File: config.mk
export PLATFORM = sky130hd
export DESIGN_NAME = imem_loader
export DESIGN_NICKNAME = d
export VERILOG_FILES = /design/src/rtl/imem_loader_pkg.sv /design/src/rtl/imem_loader_word_assembler.sv /design/src/rtl/imem_loader.sv
export SDC_FILE = /design/constraint.sdc
export NUM_CORES = 1
export LEC_CHECK = 0
export CORE_MARGIN = 4
export CORE_UTILIZATION = 29
export CTS_BUF_LIST = sky130_fd_sc_hd__clkbuf_2 sky130_fd_sc_hd__clkbuf_4 sky130_fd_sc_hd__clkbuf_8
export DETAILED_ROUTE_END_ITERATION = 12
export GPL_TIMING_DRIVEN = 0
export PLACE_DENSITY = 0.49
export SYNTH_ARGS = -nofsm -noshare
export SYNTH_HDL_FRONTEND = slang
export SYNTH_SLANG_ARGS = --single-unit
File: constraint.sdc
create_clock -name clk -period 5.25 [get_ports clk]
set_input_delay 1.05 -clock clk [delete_from_list [all_inputs] [get_ports clk]]
set_output_delay 1.05 -clock clk [all_outputs]
set_load 0.005 [all_outputs]
File: src/rtl/imem_loader_pkg.sv
// imem_loader shared definitions: loader states, word geometry
// and the core opcodes used when inspecting loaded programs.
package imem_loader_pkg;

  typedef enum logic [1:0] {
    ST_LOAD = 2'd0,
    ST_DONE = 2'd1,
    ST_ERR  = 2'd2
  } ld_state_e;

  localparam int          BYTES_PER_WORD = 4;
  localparam logic [31:0] NOP_WORD       = 32'h0000_0000;

  localparam logic [5:0] OP_RTYPE = 6'h00;
  localparam logic [5:0] OP_BEQ   = 6'h04;
  localparam logic [5:0] OP_ADDI  = 6'h08;
  localparam logic [5:0] OP_ADDIU = 6'h09;
  localparam logic [5:0] OP_LW    = 6'h23;
  localparam logic [5:0] OP_SW    = 6'h2B;

  function automatic logic [5:0] opcode_of(input logic [31:0] w);
    return w[31:26];
  endfunction

endpackage

File: src/rtl/imem_loader_word_assembler.sv
// Big-endian byte-to-word packer. The first byte of a word lands
// in [31:24]; a word closes on its 4th byte or on the last byte.
module imem_loader_word_assembler
  import imem_loader_pkg::*;
(
  input  logic        clk,
  input  logic        reset,
  input  logic [7:0]  byte_i,
  input  logic        en_i,
  input  logic        last_i,
  output logic [31:0] word_o,
  output logic        word_wr_o
);

  logic [1:0]  byte_cnt_q, byte_cnt_d;
  logic [31:0] asm_q, asm_d;
  logic [31:0] lane_word;

  // Merge incoming byte into its lane; lanes below stay zero,
  // which provides the zero-fill for a short final word.
  always_comb begin
    lane_word  = {byte_i, 24'h0} >> {byte_cnt_q, 3'b000};
    word_o     = asm_q | lane_word;
    word_wr_o  = en_i &&
                 (byte_cnt_q == 2'(BYTES_PER_WORD - 1) || last_i);
    byte_cnt_d = byte_cnt_q;
    asm_d      = asm_q;
    if (en_i) begin
      if (word_wr_o) begin
        byte_cnt_d = 2'd0;
        asm_d      = NOP_WORD;
      end else begin
        byte_cnt_d = byte_cnt_q + 2'd1;
        asm_d      = word_o;
      end
    end
  end

  // Lane counter and partial-word register.
  always_ff @(posedge clk) begin
    if (reset) begin
      byte_cnt_q <= 2'd0;
      asm_q      <= NOP_WORD;
    end else begin
      byte_cnt_q <= byte_cnt_d;
      asm_q      <= asm_d;
    end
  end

endmodule

File: src/rtl/imem_loader.sv
// Instruction memory loader: fills words from a byte stream,
// then releases the core and serves its fetches.
module imem_loader
  import imem_loader_pkg::*;
#(
  parameter int DEPTH  = 16,
  parameter int ADDR_W = 8
) (
  input  logic              clk,
  input  logic              reset,
  input  logic [7:0]        in_byte,
  input  logic              in_valid,
  input  logic              in_last,
  output logic              in_ready,
  input  logic              fetch_en,
  input  logic [ADDR_W-1:0] fetch_addr,
  output logic [31:0]       fetch_inst,
  output logic              fetch_valid,
  output logic              fetch_oob,
  output logic [ADDR_W-1:0] prog_len,
  output logic              load_done,
  output logic              cpu_start,
  output logic              err_overflow
);

  localparam int IDX_W = (DEPTH > 1) ? $clog2(DEPTH) : 1;
  localparam int CNT_W = IDX_W + 1;

  ld_state_e         state_q, state_d;
  logic [CNT_W-1:0]  word_cnt_q, word_cnt_d;
  logic [CNT_W-1:0]  cnt_inc;
  logic [ADDR_W-1:0] prog_len_q, prog_len_d;
  logic              cpu_start_q, cpu_start_d;
  logic              fvalid_q, fvalid_d;
  logic              foob_q, foob_d;
  logic [31:0]       finst_q, finst_d;
  logic [31:0]       mem_q [DEPTH];

  logic        accept;
  logic        full;
  logic        asm_en;
  logic [31:0] asm_word;
  logic        asm_wr;

  assign accept  = in_valid && (state_q == ST_LOAD);
  assign full    = (word_cnt_q == CNT_W'(DEPTH));
  assign asm_en  = accept && !full;
  assign cnt_inc = word_cnt_q + CNT_W'(1);

  imem_loader_word_assembler u_asm (
    .clk       (clk),
    .reset     (reset),
    .byte_i    (in_byte),
    .en_i      (asm_en),
    .last_i    (in_last),
    .word_o    (asm_word),
    .word_wr_o (asm_wr)
  );

  // Load sequencing and DONE-state fetch response.
  always_comb begin
    state_d     = state_q;
    word_cnt_d  = word_cnt_q;
    prog_len_d  = prog_len_q;
    cpu_start_d = 1'b0;
    fvalid_d    = 1'b0;
    foob_d      = 1'b0;
    finst_d     = finst_q;
    unique case (state_q)
      ST_LOAD: begin
        if (accept && full) begin
          state_d    = ST_ERR;
          prog_len_d = ADDR_W'(DEPTH);
        end else if (asm_wr) begin
          word_cnt_d = cnt_inc;
          if (in_last) begin
            state_d     = ST_DONE;
            prog_len_d  = ADDR_W'(cnt_inc);
            cpu_start_d = 1'b1;
          end
        end
      end
      ST_DONE: begin
        if (fetch_en) begin
          fvalid_d = 1'b1;
          if (fetch_addr >= prog_len_q) begin
            foob_d  = 1'b1;
            finst_d = NOP_WORD;
          end else begin
            finst_d = mem_q[fetch_addr[IDX_W-1:0]];
          end
        end
      end
      ST_ERR: begin
        state_d = ST_ERR;
      end
      default: begin
        state_d = ST_ERR;
      end
    endcase
  end

  // Control and fetch-port registers.
  always_ff @(posedge clk) begin
    if (reset) begin
      state_q     <= ST_LOAD;
      word_cnt_q  <= '0;
      prog_len_q  <= '0;
      cpu_start_q <= 1'b0;
      fvalid_q    <= 1'b0;
      foob_q      <= 1'b0;
      finst_q     <= NOP_WORD;
    end else begin
      state_q     <= state_d;
      word_cnt_q  <= word_cnt_d;
      prog_len_q  <= prog_len_d;
      cpu_start_q <= cpu_start_d;
      fvalid_q    <= fvalid_d;
      foob_q      <= foob_d;
      finst_q     <= finst_d;
    end
  end

  // Instruction storage; contents survive reset.
  always_ff @(posedge clk) begin
    if (asm_wr) begin
      mem_q[word_cnt_q[IDX_W-1:0]] <= asm_word;
    end
  end

  assign in_ready     = (state_q == ST_LOAD) && !reset;
  assign fetch_inst   = finst_q;
  assign fetch_valid  = fvalid_q;
  assign fetch_oob    = foob_q;
  assign prog_len     = prog_len_q;
  assign load_done    = (state_q == ST_DONE);
  assign cpu_start    = cpu_start_q;
  assign err_overflow = (state_q == ST_ERR);

endmodule

== After elaboration in Yosys (flattened, before gate mapping) ==
Memories as Yosys holds them, arrays and structs flattened.
Cells that the tools add are included.
Widths: inputs -> output; s select.

* Logic and storage cells: 59
* RAM bits: 512
* Output and inout port bits: 46
* Register bits after elaboration: 84
* Memories: 1
* Bits of input ports: 21

{| class="wikitable"
|+ Memory list
! name !! depth !! width !! read ports !! clocked after memory_dff !! wr ports !! line !! RTL
|-
| mem_q || 16 || 32 || 1 || 0 || 1 || imem_loader.sv:37 || <nowiki>logic [31:0] mem_q [DEPTH];</nowiki>
|}

* Equal/unequal tests: 6
* $lt $le $gt $ge: 1
* $add $sub $neg: 2
* Bitwise logic cells: 6
* Shifts and indexed selects: 1
* Reductions and logical operators: 18
* Multiplexer cells: 15

{| class="wikitable"
|+ Operators by type and width
! operator !! count
|-
| $mux 32 || 2
|-
| $or 32x32->32 || 1
|-
| $shr 32x5->32 || 1
|-
| $mux 8 || 3
|-
| $reduce_and 3->1 || 3
|-
| $ge 8x8->1 || 1
|-
| $mux 2 || 4
|-
| $ne 3x2->1 const B || 2
|-
| $add 5x1->5 const B || 1
|-
| $eq 5x5->1 const B || 1
|-
| $logic_and 1x1->1 || 5
|-
| $mux 1 || 5
|-
| $not 1->1 || 5
|-
| $eq 2x2->1 const B || 2
|-
| $pmux 2 s2 || 1
|-
| $reduce_bool 2->1 || 2
|-
| $reduce_or 4->1 || 1
|-
| $reduce_or 3->1 || 1
|-
| $add 2x1->2 const B || 1
|-
| $eq 2x1->1 const B || 1
|-
| $logic_not 1->1 || 2
|-
| $logic_not 2->1 || 1
|-
| $reduce_and 2->1 || 1
|-
| $reduce_or 2->1 || 1
|-
| $logic_or 1x1->1 || 1
|}

== Longest topological paths before layout ==
* Depth in word-level cells: 7
* Depth in mapped cells: 9
* Mapped depth without buffers: 6

== Cells and area by module ==
A second synthesis with hierarchy kept.

* Cell total of the unflattened synthesis: 1407
* Area total of the unflattened synthesis: 23327.4 um^2

{| class="wikitable"
|+ Modules (own cells, without submodules)
! module !! cells each !! area an instance (um^2) !! sequential area each (um^2) !! instances
|-
| imem_loader || 1212 || 21551.9 || 16315.6 || 1
|-
| imem_loader_word_assembler || 195 || 1775.5 || 680.7 || 1
|}

== Worst setup path before layout ==
OpenSTA, ideal clock, no wires.

* Kind: input to register
* Start: input port in_valid
* End: memory mem_q[0][0] (enable)
* Arrival time: 4.098 ns
* Required time: 4.789 ns
* Setup slack: 0.691 ns
* Buffers on the path: 0
* Stages: 4
* Setup time: 0.461 ns
* Cells stage by stage: or3b_1 nor3_4 nand2_1 nor3_1

* Cells in the longest elaborated chain, start to end: 5

{| class="wikitable"
|+ RTL lines
! what !! line !! RTL
|-
| from (decl) || imem_loader.sv:12 || <nowiki>input logic in_valid,</nowiki>
|-
| $logic_and 1x1->1 || imem_loader.sv:45 || <nowiki>assign accept = in_valid && (state_q == ST_LOAD);</nowiki>
|-
| $logic_and 1x1->1 || imem_loader.sv:47 || <nowiki>assign asm_en = accept && !full;</nowiki>
|-
| $logic_and 1x1->1 || imem_loader_word_assembler.sv:24 || <nowiki>word_wr_o = en_i &&</nowiki>
|-
| $mux 1 || imem_loader.sv:126 || <nowiki>if (asm_wr) begin</nowiki>
|-
| $mux 1 (not written as such) || imem_loader.sv:127 || <nowiki>mem_q[word_cnt_q[IDX_W-1:0]] <= asm_word;</nowiki>
|-
| to (decl) || imem_loader.sv:37 ||
|}

No other way between the ends.

== Worst setup path in the final report ==
* Start: input port fetch_addr[0]
* End: register finst_q[28], in the netlist fetch_inst[28]

* Cells in the longest elaborated chain, start to end: 2
* Elaborated cells between the ends (all ways): 3
* Those cells by class: 1 x order compare; 1 x mux; 1 x memory

{| class="wikitable"
|+ RTL lines
! what !! line !! RTL
|-
| from (decl) || imem_loader.sv:16 || <nowiki>input logic [ADDR_W-1:0] fetch_addr,</nowiki>
|-
| $ge 8x8->1 / $mem_v2 16x32 (equally long branches) || -- ||
|-
| $mux 32 * || imem_loader.sv:86 || <nowiki>if (fetch_addr >= prog_len_q) begin</nowiki>
|-
| to (signal assigned) || imem_loader.sv:120 || <nowiki>finst_q <= finst_d;</nowiki>
|-
| to (decl) || imem_loader.sv:36 || <nowiki>logic [31:0] finst_q, finst_d;</nowiki>
|}

Every way passes the cells marked *; elsewhere a longest branch is shown, timed or not.
A chain may end at the register's enable or synchronous reset.

==> metrics.md <==
| Metric | Value |
|---|---|
| Synth warnings | `0` |
| Slowest CP cell | `o2111ai_1` |
| Leak pwr | `9.57 nW` |
| Chip width | `290 µm` |
| Area share of the largest cell type after synthesis | `0.668` |
| Mapped Cells | `1376` |
| Synth async-reset ratio | `0` |
| Share of cells above drive strength 1 | `0.189` |
| Peak Freq | `253 MHz` |
| # hold bufs at CTS | `0` |
| Post-DR wirelength/cell | `21.3 µm` |
| Clock sinks | `593` |
| Critical-path cell list | `buf_2 -> inv_1 -> clkbuf_1 -> ha_1 -> nand2b_1 -> a31oi_1 -> o2111ai_1 -> clkbuf_1 -> o31ai_1` |
| Clk_skew | `0.0349 ns` |
| DP Cell Count | `2507` |
| Required time of the worst setup path | `5.77 ns` |
| Fin crit period | `3.96 ns` |
| Fin nets | `1588` |
| Area leader, netlist | `edfxtp_1` |
| Post-Syn Area per Cell | `16.7 µm²` |
| Area Growth Syn to Fin | `19.3%` |
| Status | `complete, no violations` |
| Fin. Hold Viols | `0` |
| Critical Path Sink Type | `flip-flop` |
| Period Utilization, post-route | `0.754` |
| Iteration-0 DRC Markers | `760` |
| Vias | `12600` |
| Reg-to-Reg Start | `word_cnt_q[0]` |
| CTS-repair resized insts | `0` |
| Io pins | `67` |
| Worst r2r path cells | `9` |
| Finished Layout Cells | `2695` |
| Die H | `290 µm` |
| Post-Route WL | `57300 µm` |
| Slew margin rel. | `0.172` |
| Worst setup SP type | `primary input` |
| Post-synthesis sequential area ratio | `0.738` |
| IO Port Bufs | `54` |
| CTS Buffer Depth | `3` |
| Gr ovfl total | `0` |
| Worst Hold Class | `flip-flop to flip-flop` |
| RR Endpoint | `mem_q[0][28]` |
| Vias per inst | `4.66` |
| RSZ-0062 raised after global routing | `no` |
| EDFF count, synth | `512` |
| Initial antenna violation count | `2` |
| First-pass GRT wire length | `85000 µm` |
| Fill count | `7591` |
| Num CTS Buffers | `98` |
| Largest net degree at the start of global routing | `21` |
| Synth cell types | `49` |
| Critical Path Max Stage Delay | `0.99 ns` |
| Cell Area, Synth | `0.0230 mm²` |
| Htree depth | `3` |
| Clk slew on worst S/H paths | `0.06 ns` |
| CP most frequent cell | `clkbuf_1` |
| Vias in the first global route | `13000` |
| Most frequent cells in the layout | `512 x edfxtp_1, 130 x mux2i_1, 113 x clkbuf_8, 112 x nor2_1, 106 x nand2_1` |
| Initial Util | `0.292` |
| VDD IR-drop max | `0.000178 V` |
| Flop2flop setup slack | `2.01 ns` |
| Worst Setup SP | `fetch_addr[0]` |
| Cell Rows | `103` |
| Root buf cell | `clkbuf_8` |
| Commonest non-fill, non-tap cell in the layout | `edfxtp_1` |
| Total setup buffers inserted after CTS | `0` |
| Slew Limit Fails | `0` |
| Post-synth top flop | `edfxtp_1` |
| Crit Path Class | `primary input to flip-flop` |
| Max Cap Violations | `0` |
| Core Footprint | `0.0789 mm²` |
| Slew @ Worst Pin | `1.24 ns` |
| Worst setup path endpoint | `fetch_inst[28]` |
| Die area | `0.0840 mm²` |
| Dpl hpwl | `38900 µm` |
| Final Util | `0.348` |
| Area contributors post-synth | `edfxtp_1 67%, dfxtp_1 7.0%, mux2i_1 5.7%, mux4_2 5.5%, nor2_1 2.0%` |
| Placer congestion estimate | `0.731` |
| CTS tree | `done` |
| Total track usage | `0.137` |
| Pwr Density | `356 mW/mm²` |
| Synth Register Bits | `593` |
| Skew-Pair Late Insertion Delay | `0.69 ns` |
| DRC viols | `0` |
| ANT nets after route | `0` |
| CP Data Arrival Time | `4.48 ns` |
| TritonRoute pass-1 iters | `5` |
| Setup Viol. Count Final | `0` |
| Crit path max fanout | `10` |
## routing by layer
metal	wire, µm	track usage	vias to the layer above
met5	0	0	-
met4	1120	0.0401	0
met3	2740	0.0268	73
met2	28000	0.230	289
met1	25500	0.182	6484
li1	-	-	5708
## worst min-delay path by stage
stage              startpoint              to  slack, ns  cells after the start
3_5_place_dp    fetch_inst[5]   fetch_inst[5]       0.44                      2
3_3_place_gp    fetch_inst[5]   fetch_inst[5]       0.45                      2
2_1_floorplan  u_asm.asm_q[0]  u_asm.asm_q[0]       0.44                      2
6_report        fetch_inst[5]   fetch_inst[5]       0.45                      2
4_1_cts         fetch_inst[5]   fetch_inst[5]       0.46                      2
5_1_grt         fetch_inst[5]   fetch_inst[5]       0.48                      2
## where the power goes
group | leakage, nW | internal [W] | switching [W] | total [W]
clock | 1.09 | 0.00224 | 0.00183 | 0.00407
combinational | 3.17 | 0.000191 | 0.000335 | 0.000526
sequential | 5.31 | 0.00517 | 0.0000162 | 0.00518
total | 9.57 | 0.00760 | 0.00218 | 0.00978
## cells in the mapped netlist, types with 32 or more instances
cell type  instances
a21oi_1           39
o22ai_1           32
nor4_1            34
and3_1            36
mux4_2            56
a21o_1            34
edfxtp_1         512
nand2_1          106
dfxtp_1           81
mux2i_1          130
nor2_1           124
clkbuf_1          34
o31ai_1           32
## per-stage QoR
stage | setup TNS [ns] | power (W) | instance area [µm²] | setup WS (ns) | hold WS, ns
after floorplan | 0 | 0.00562 | 23000 | 0.691 | 0.439
after global routing | 0 | 0.0102 | 27500 | 1.00 | 0.478
after detailed placement | 0 | 0.00582 | 25400 | 0.429 | 0.443
after CTS | 0 | 0.00991 | 27500 | 1.16 | 0.456
final | 0 | 0.00978 | 27500 | 1.29 | 0.452
after global placement | -543.50 | 0.00581 | 24900 | -2.97 | 0.446
## worst max-delay path, delay by kind of cell
| family | cells | cell delay (ns) |
|---|---|---|
| buf+inv | 4 | 1.74 |
| compound gates | 3 | 1.33 |
| fa+ha+maj | 1 | 0.23 |
| simple gates | 1 | 0.10 |
## area by class of cell
| class | instances | area (µm²) | share of cell area |
|---|---|---|---|
| repair buffers | 79 | 983 | 0.0358 |
| clock buffers | 144 | 1790 | 0.0651 |
| multi-input cells | 689 | 5540 | 0.202 |
| inverters | 7 | 26.3 | 0.000957 |
| diodes | 3 | 7.51 | 0.000273 |
| clock inverters | 41 | 231 | 0.00843 |
| flip-flops and latches | 593 | 17000 | 0.619 |
| plain buffers | 89 | 574 | 0.0209 |
| well taps | 1050 | 1310 | 0.0478 |
## sequential cells by signal (all words and copies together) (netlist names)
| signal | cells |
|---|---|
| cpu_start | 1 |
| fetch_oob | 1 |
| u_asm.byte_cnt_q | 2 |
| state_q | 2 |
| fetch_inst | 32 |
| word_cnt_q | 5 |
| prog_len | 5 |
| u_asm.asm_q | 32 |
| mem_q | 512 |
| fetch_valid | 1 |
## cells by family (layout without fill, tap and decap cells)
kind of cell    Yosys count  in the layout  share of synthesized area
flops                   593            593                      0.738
simple gates            327            327                     0.0646
mux                     194            194                      0.120
compound gates          148            148                     0.0424
buf+inv                  96            360                     0.0261
fa+ha+maj                10             10                    0.00543
xor+xnor                  7              7                    0.00266
other cells               1              6                   0.000163
Power figures use the tool's default switching activity.
